[src/rtl/mem_ctrl_pkg.sv]
// mem_ctrl_pkg: shared constants for the memory controller.
//   - instruction type codes seen on lsb_type (load / store)
//   - funct3 access-size field encodings and load-extension ops
//   - IO window selector (address bits [17:16] == 2'b11, i.e. >= 0x30000)
//   - controller state encoding and an access-size helper
package mem_ctrl_pkg;

  localparam logic [6:0] LD_TYPE = 7'b0000011;
  localparam logic [6:0] S_TYPE  = 7'b0100011;

  // op[1:0] access size
  localparam logic [1:0] SZ_BYTE = 2'b00;
  localparam logic [1:0] SZ_HALF = 2'b01;
  localparam logic [1:0] SZ_WORD = 2'b10;

  // full funct3 load ops
  localparam logic [2:0] OP_LB  = 3'b000;
  localparam logic [2:0] OP_LH  = 3'b001;
  localparam logic [2:0] OP_LW  = 3'b010;
  localparam logic [2:0] OP_LBU = 3'b100;
  localparam logic [2:0] OP_LHU = 3'b101;

  localparam logic [31:0] IO_BASE = 32'h0003_0000;

  typedef enum logic [1:0] {
    ST_IDLE  = 2'd0,
    ST_FETCH = 2'd1,
    ST_LOAD  = 2'd2,
    ST_STORE = 2'd3
  } state_e;

  // Number of bytes moved for a given access size.
  function automatic logic [2:0] acc_bytes(input logic [1:0] sz);
    case (sz)
      SZ_BYTE: return 3'd1;
      SZ_HALF: return 3'd2;
      SZ_WORD: return 3'd4;
      default: return 3'd4;
    endcase
  endfunction

endpackage

[src/rtl/mem_ctrl_ext.sv]
// mem_ext: load-result extension (purely combinational).
//   op     - funct3 of the load
//   raw    - assembled little-endian word (only low bytes meaningful for B/H)
//   result - sign/zero extended 32-bit load value
module mem_ext
  import mem_ctrl_pkg::*;
(
  input  logic [2:0]  op,
  input  logic [31:0] raw,
  output logic [31:0] result
);

  always_comb begin
    result = raw;
    case (op)
      OP_LB:   result = {{24{raw[7]}},  raw[7:0]};
      OP_LH:   result = {{16{raw[15]}}, raw[15:0]};
      OP_LW:   result = raw;
      OP_LBU:  result = {24'd0, raw[7:0]};
      OP_LHU:  result = {16'd0, raw[15:0]};
      default: result = raw;
    endcase
  end

endmodule

[src/rtl/mem_ctrl.sv]
// mem_ctrl: byte-serial memory controller arbitrating LSB data accesses and
// instruction fetch onto a single 8-bit RAM port.
//   clk, rst (sync, active-high), rdy (low = freeze), rob_clear (flush)
//   lsb_*  : load/store request in, accept/done/type/rdata out
//   if_*   : fetch request in, done/instr out
//   mem_*  : RAM port (address, write strobe, write byte, read byte with
//            one cycle latency); io_buffer_full stalls IO stores
module mem_ctrl
  import mem_ctrl_pkg::*;
(
  input  logic        clk,
  input  logic        rst,
  input  logic        rdy,
  input  logic        rob_clear,

  input  logic        lsb_valid,
  input  logic [2:0]  lsb_op,
  input  logic [6:0]  lsb_type,
  input  logic [31:0] lsb_addr,
  input  logic [31:0] lsb_wdata,
  output logic        lsb_accept,
  output logic        lsb_done,
  output logic [6:0]  lsb_type_out,
  output logic [31:0] lsb_rdata,

  input  logic        if_valid,
  input  logic [31:0] if_addr,
  output logic        if_done,
  output logic [31:0] if_instr,

  input  logic [7:0]  mem_din,
  output logic [7:0]  mem_dout,
  output logic [31:0] mem_a,
  output logic        mem_wr,
  input  logic        io_buffer_full
);

  state_e      state_q, state_d;
  logic [2:0]  cnt_q, cnt_d;       // active cycles spent in current state
  logic [2:0]  len_q, len_d;       // bytes in this access
  logic [31:0] addr_q, addr_d;
  logic [31:0] wdata_q, wdata_d;
  logic [31:0] data_q, data_d;     // bytes assembled so far
  logic [2:0]  op_q, op_d;
  logic [6:0]  type_q, type_d;

  logic        lsb_done_q, lsb_done_d;
  logic        if_done_q, if_done_d;
  logic [31:0] lsb_rdata_q, lsb_rdata_d;
  logic [31:0] if_instr_q, if_instr_d;
  logic [6:0]  lsb_type_out_q, lsb_type_out_d;

  // The RAM keeps running while rdy is low, so mem_din moves on to the
  // frozen address. Keep the byte that arrived right after the last active
  // cycle and use it on the first active cycle after rdy returns.
  logic        rdy_prev_q;
  logic [7:0]  din_hold_q;
  logic [7:0]  din_eff;

  logic [1:0]  byte_idx;
  logic [31:0] asm_word;
  logic [31:0] ext_word;
  logic        io_stall;

  assign din_eff  = rdy_prev_q ? mem_din : din_hold_q;
  // On cycle cnt, mem_din carries the byte addressed on cycle cnt-1.
  assign byte_idx = cnt_q[1:0] - 2'd1;
  assign io_stall = (state_q == ST_STORE) && (addr_q[17:16] == IO_BASE[17:16])
                    && io_buffer_full;

  always_comb begin
    asm_word = data_q;
    asm_word[{byte_idx, 3'b000} +: 8] = din_eff;
  end

  mem_ext u_ext (
    .op     (op_q),
    .raw    (asm_word),
    .result (ext_word)
  );

  assign lsb_accept   = (state_q == ST_IDLE);
  assign lsb_done     = lsb_done_q;
  assign if_done      = if_done_q;
  assign lsb_rdata    = lsb_rdata_q;
  assign if_instr     = if_instr_q;
  assign lsb_type_out = lsb_type_out_q;

  // next state
  always_comb begin
    state_d        = state_q;
    cnt_d          = cnt_q;
    len_d          = len_q;
    addr_d         = addr_q;
    wdata_d        = wdata_q;
    data_d         = data_q;
    op_d           = op_q;
    type_d         = type_q;
    lsb_done_d     = 1'b0;
    if_done_d      = 1'b0;
    lsb_rdata_d    = lsb_rdata_q;
    if_instr_d     = if_instr_q;
    lsb_type_out_d = lsb_type_out_q;

    case (state_q)
      ST_IDLE: begin
        if (lsb_valid) begin
          case (lsb_type)
            S_TYPE:  state_d = ST_STORE;
            LD_TYPE: state_d = ST_LOAD;
            default: state_d = ST_LOAD;
          endcase
          addr_d  = lsb_addr;
          wdata_d = lsb_wdata;
          op_d    = lsb_op;
          type_d  = lsb_type;
          len_d   = acc_bytes(lsb_op[1:0]);
          cnt_d   = 3'd0;
          data_d  = 32'd0;
        end else if (if_valid) begin
          state_d = ST_FETCH;
          addr_d  = if_addr;
          op_d    = OP_LW;
          len_d   = 3'd4;
          cnt_d   = 3'd0;
          data_d  = 32'd0;
        end
      end

      ST_FETCH, ST_LOAD: begin
        if (rob_clear) begin
          state_d = ST_IDLE;
          cnt_d   = 3'd0;
        end else if (cnt_q == len_q) begin
          state_d = ST_IDLE;
          cnt_d   = 3'd0;
          if (state_q == ST_FETCH) begin
            if_done_d  = 1'b1;
            if_instr_d = asm_word;
          end else begin
            lsb_done_d     = 1'b1;
            lsb_rdata_d    = ext_word;
            lsb_type_out_d = type_q;
          end
        end else begin
          cnt_d = cnt_q + 3'd1;
          if (cnt_q != 3'd0) data_d = asm_word;
        end
      end

      ST_STORE: begin
        // committed store: rob_clear deliberately ignored
        if (!io_stall) begin
          if (cnt_q == len_q - 3'd1) begin
            state_d        = ST_IDLE;
            cnt_d          = 3'd0;
            lsb_done_d     = 1'b1;
            lsb_rdata_d    = 32'd0;
            lsb_type_out_d = type_q;
          end else begin
            cnt_d = cnt_q + 3'd1;
          end
        end
      end

      default: state_d = ST_IDLE;
    endcase
  end

  // RAM port, decoded from held state so it freezes with rdy
  always_comb begin
    mem_a    = 32'd0;
    mem_dout = 8'd0;
    mem_wr   = 1'b0;
    case (state_q)
      ST_FETCH, ST_LOAD: begin
        if (cnt_q != len_q) mem_a = addr_q + {29'd0, cnt_q};
      end
      ST_STORE: begin
        mem_a    = addr_q + {29'd0, cnt_q};
        mem_dout = wdata_q[{cnt_q[1:0], 3'b000} +: 8];
        // rst cuts the byte in flight so reset truly abandons the store
        mem_wr   = rdy && !io_stall && !rst;
      end
      default: ;
    endcase
  end

  always_ff @(posedge clk) begin
    if (rst) begin
      state_q        <= ST_IDLE;
      cnt_q          <= 3'd0;
      len_q          <= 3'd0;
      addr_q         <= 32'd0;
      wdata_q        <= 32'd0;
      data_q         <= 32'd0;
      op_q           <= 3'd0;
      type_q         <= 7'd0;
      lsb_done_q     <= 1'b0;
      if_done_q      <= 1'b0;
      lsb_rdata_q    <= 32'd0;
      if_instr_q     <= 32'd0;
      lsb_type_out_q <= 7'd0;
    end else if (rdy) begin
      state_q        <= state_d;
      cnt_q          <= cnt_d;
      len_q          <= len_d;
      addr_q         <= addr_d;
      wdata_q        <= wdata_d;
      data_q         <= data_d;
      op_q           <= op_d;
      type_q         <= type_d;
      lsb_done_q     <= lsb_done_d;
      if_done_q      <= if_done_d;
      lsb_rdata_q    <= lsb_rdata_d;
      if_instr_q     <= if_instr_d;
      lsb_type_out_q <= lsb_type_out_d;
    end
  end

  always_ff @(posedge clk) begin
    if (rst) begin
      rdy_prev_q <= 1'b1;
      din_hold_q <= 8'd0;
    end else begin
      rdy_prev_q <= rdy;
      if (rdy_prev_q) din_hold_q <= mem_din;
    end
  end

endmodule

[config.mk]
export PLATFORM = sky130hd
export DESIGN_NAME = mem_ctrl
export DESIGN_NICKNAME = d
export VERILOG_FILES = /design/src/rtl/mem_ctrl_pkg.sv /design/src/rtl/mem_ctrl_ext.sv /design/src/rtl/mem_ctrl.sv
export SDC_FILE = /design/constraint.sdc
export NUM_CORES = 1
export LEC_CHECK = 0
export BUFFER_PORTS_ARGS = -buffer_cell sky130_fd_sc_hd__clkbuf_2
export CAP_MARGIN = 20
export CORE_MARGIN = 8
export CORE_UTILIZATION = 45
export CTS_BUF_LIST = sky130_fd_sc_hd__clkbuf_4 sky130_fd_sc_hd__clkbuf_8
export DETAILED_ROUTE_END_ITERATION = 8
export MAX_ROUTING_LAYER = met4
export PLACE_DENSITY = 0.79
export SLEW_MARGIN = 20
export SYNTH_ARGS = -nofsm -noshare
export SYNTH_HDL_FRONTEND = slang
export SYNTH_SLANG_ARGS = --single-unit
export TNS_END_PERCENT = 10
[constraint.sdc]
create_clock -name clk -period 6.7 [get_ports clk]
set_clock_uncertainty 0.05 [all_clocks]
set_input_delay 1.34 -clock clk [delete_from_list [all_inputs] [get_ports clk]]
set_output_delay 1.34 -clock clk [all_outputs]
set_load 0.01 [all_outputs]
==> results.sh <==
export IMPL_status="finished, final reports clean"
export IMPL_cts_tree="built"
export IMPL_vdd_ir_drop_max_mv=0.114
export IMPL_synth_seq_area_share_pct=42.6
export IMPL_antenna_found_initial=1
export IMPL_synth_cells=1059
export IMPL_min_delay_start="data_q[31]"
export IMPL_critPathCapture="mem_a[15]"
export IMPL_worstPathCellList="inv_1, ha_1, inv_1, nor2_1, o21ai_4, nor2_1, clkbuf_2"
export IMPL_critical_path_max_fanout=32
export IMPL_die_h_microns=159
export IMPL_place_hpwl_microns=18400
export IMPL_routedWlPerCell_microns=16.9
export IMPL_synthTopCellsByArea="dfxtp_1 43%, nor2_1 6.2%, mux2i_1 6.0%"
export IMPL_drv_cap=0
export IMPL_hold_buffers=0
export IMPL_clockBufferDepth=2
export IMPL_postCtsSetupRepairBufs=0
export IMPL_timing_fmax_ghz=0.211
export IMPL_rr_endpoint="data_q[28]"
export IMPL_synth_distinct_cells=58
export IMPL_worst_pin_slew_ns=1.06
export IMPL_synth_largest_area_cell="dfxtp_1"
export IMPL_port_buffers=235
export IMPL_finalCriticalPeriod_ns=4.75
export IMPL_dp_cells=1493
export IMPL_die_w_microns=159
export IMPL_first_global_vias=8259
export IMPL_grt_start_max_net_pins=90
export IMPL_core_area_sq_um=20200
export IMPL_crit_cells=7
export IMPL_hold_class="reg2reg"
export IMPL_rsz0062_at_grt="false"
export IMPL_drv_slew=0
export IMPL_synth_compound_area_share_pct=18.2
export IMPL_initial_core_util_pct=45.6
export IMPL_crit_slowest_cell="inv_1"
export IMPL_die_area_sq_um=25300
export IMPL_min_period_over_period_pct=70.9
export IMPL_htree_levels=4
export IMPL_synth_top_family_by_area="simple AND/OR/NAND/NOR gates"
export IMPL_worstSetupEndpointType="output pin"
export IMPL_clk_latency_ns=0.46
export IMPL_cts_buffers=17
export IMPL_synth_xor_area_share_pct=3.00
export IMPL_syn_nets=1196
export IMPL_dr_total_vias=8371
export IMPL_fillers=1919
export IMPL_routed_wl_microns=25800
export IMPL_grt_busiest_layer="met2"
export IMPL_reg2reg_slack_ns=2.97
export IMPL_path_buf_inv=3
export IMPL_r2r_cells=7
export IMPL_grt_usage_pct=20.4
export IMPL_synthAdderAreaFrac_pct=2.26
export IMPL_rows=52
export IMPL_critPathRequiredTime_ns=5.31
export IMPL_synthFlopType="dfxtp_1"
export IMPL_p_leak_uw=0.00444
export IMPL_grt_ovfl_total=0
export IMPL_area_growth_syn_to_layout_pct=18.6
export IMPL_final_nets=1379
export IMPL_drtPass1Iterations=5
export IMPL_startpoint_type="flop"
export IMPL_dr_first_iter_drc_count=555
export IMPL_setup_worst_path_start="state_q[0]"
export IMPL_arrival_ns=3.36
export IMPL_synth_simple_gate_area_share_pct=18.8
export IMPL_power_density_nw_per_um2=217
export IMPL_root_buffer="clkbuf_8"
export IMPL_yosysTopAreaCellShare_pct=42.6
export IMPL_antenna_left=0
export IMPL_gp_congestion=0.885
export IMPL_slew_headroom_pct=29.5
export IMPL_r2r_start="state_q[0]"
export IMPL_cts_clk_slew_worst_paths_ns=0.10
export IMPL_muxShareOfSynthArea_pct=9.90
export IMPL_grt_util_met2_pct=32.1
export IMPL_setup_tns_final_ns=0
export IMPL_critPathMaxStageDelay_ns=0.71
export IMPL_layoutNonFillerInstCount=1525
export IMPL_numClockSinks=196
export IMPL_cts_resized=0
export IMPL_finalSetupViolations=0
export IMPL_ys_ff_latch=196
export IMPL_drc=0
export IMPL_synth_edf_count=0
export IMPL_crit_type="reg2out"
export IMPL_grt_pass1_wl_microns=41600
export IMPL_cp_top_family="buffers and inverters"
export IMPL_routed_via_density=5.49
export IMPL_async_flop_share_pct=0
export IMPL_synth_area_sq_um=9200
export IMPL_io_pins=236
export IMPL_grt_met1_usage_pct=24.9
export IMPL_hold_violations=0
export IMPL_yosysWarnings=0
export IMPL_avgSynthCellArea_sq_um=8.69
export IMPL_use_met3_pct=5.07
export IMPL_drive_above_1_share_pct=24.3
cell families after synthesis:
logic type	Yosys count
simple gates	389
compound gates	239
flops	196
buf+inv	110
mux	79
xor+xnor	30
fa+ha+maj	16
where the power goes:
group          total, uW  internal [uW]  switching, uW
sequential          1250           1210           40.7
clock                839            393            446
combinational        282            108            174
metal layers:
layer	share of wire (%)	up-vias
li1	-	4113
met2	47	270
met5	0	-
met3	5.8	45
met4	2.7	0
met1	45	3943
synth_stat cells (all sizes together), types with 11 or more instances:
library cell and n:
nand4 15, a21oi 78, mux2i 55, nand3 21
dfxtp 196, mux2 16, nand2 131, or3 15
nor2b 11, inv 27, buf 24, a32oi 16
a211oi 56, clkbuf 58, a22o 25, xor2 23
ha 15, nor2 151
registers in the layout (all words and copies together), names as in the netlist:
register      flops
cnt_q             3
data_q           32
addr_q           32
lsb_type_out      7
if_done           1
len_q             3
type_q            7
rdy_prev_q        1
if_instr         32
wdata_q          32
lsb_rdata        32
op_q              3
state_q           2
lsb_done          1
din_hold_q        8
placed cells by master (no fill, tap or decap), drive strengths merged, types with 6 or more instances in the layout:
master	count
nand4	15
nor3	9
a221oi	7
nor2	151
mux4	8
buf	12
nor2b	11
nand2	131
a32oi	16
a22o	25
o211ai	7
o31a	8
and2	10
mux2i	55
xor2	23
or3	15
nor4	9
clkbuf	252
o2bb2ai	8
nand3	21
a21oi	78
ha	15
mux2	16
a211oi	56
inv	33
dfxtp	196
o21ai	10
xnor2	6
o22ai	8
stage by stage:
stage	power [uW]	cell area [sq um]	setup slack, ns	hold slack, ns	util (%)
5_1_grt	2470	10900	1.69	0.428	54.1
4_1_cts	2390	10900	1.63	0.408	54.0
2_1_floorplan	1460	9200	3.32	0.381	-
3_3_place_gp	1550	10500	2.34	0.388	51.8
6_report	2370	10900	1.95	0.408	54.1
3_5_place_dp	1550	10500	2.15	0.393	51.8
worst reg2reg max path: cells and delay by family (launching register included):
kind | cells | cell delay, ns
buffers and inverters | 2 | 0.82
and+or+nand+nor | 2 | 1.10
DFF | 1 | 0.40
AOI/OAI and AO/OA | 2 | 0.79
adders and majority gates | 1 | 0.51
worst min-delay path by stage:
stage | endpoint | cells past startpoint
3_3_place_gp | data_q[31] | 2
5_1_grt | type_q[0] | 2
3_5_place_dp | data_q[31] | 2
6_report | data_q[31] | 2
2_1_floorplan | data_q[24] | 2
4_1_cts | data_q[31] | 2
final cells by class:
cell class              count  area, sq um  share of cell area [%]
clock inverters            13          191                    1.75
multi-input cells         753         4840                    44.4
repair buffers            246         1260                    11.6
flip-flops and latches    196         3920                    36.0
clock buffers              18          248                    2.27
inverters                  28          105                   0.963
diodes                      1         2.50                  0.0229
well taps                 270          338                    3.10
Power figures use the tool's default switching activity.
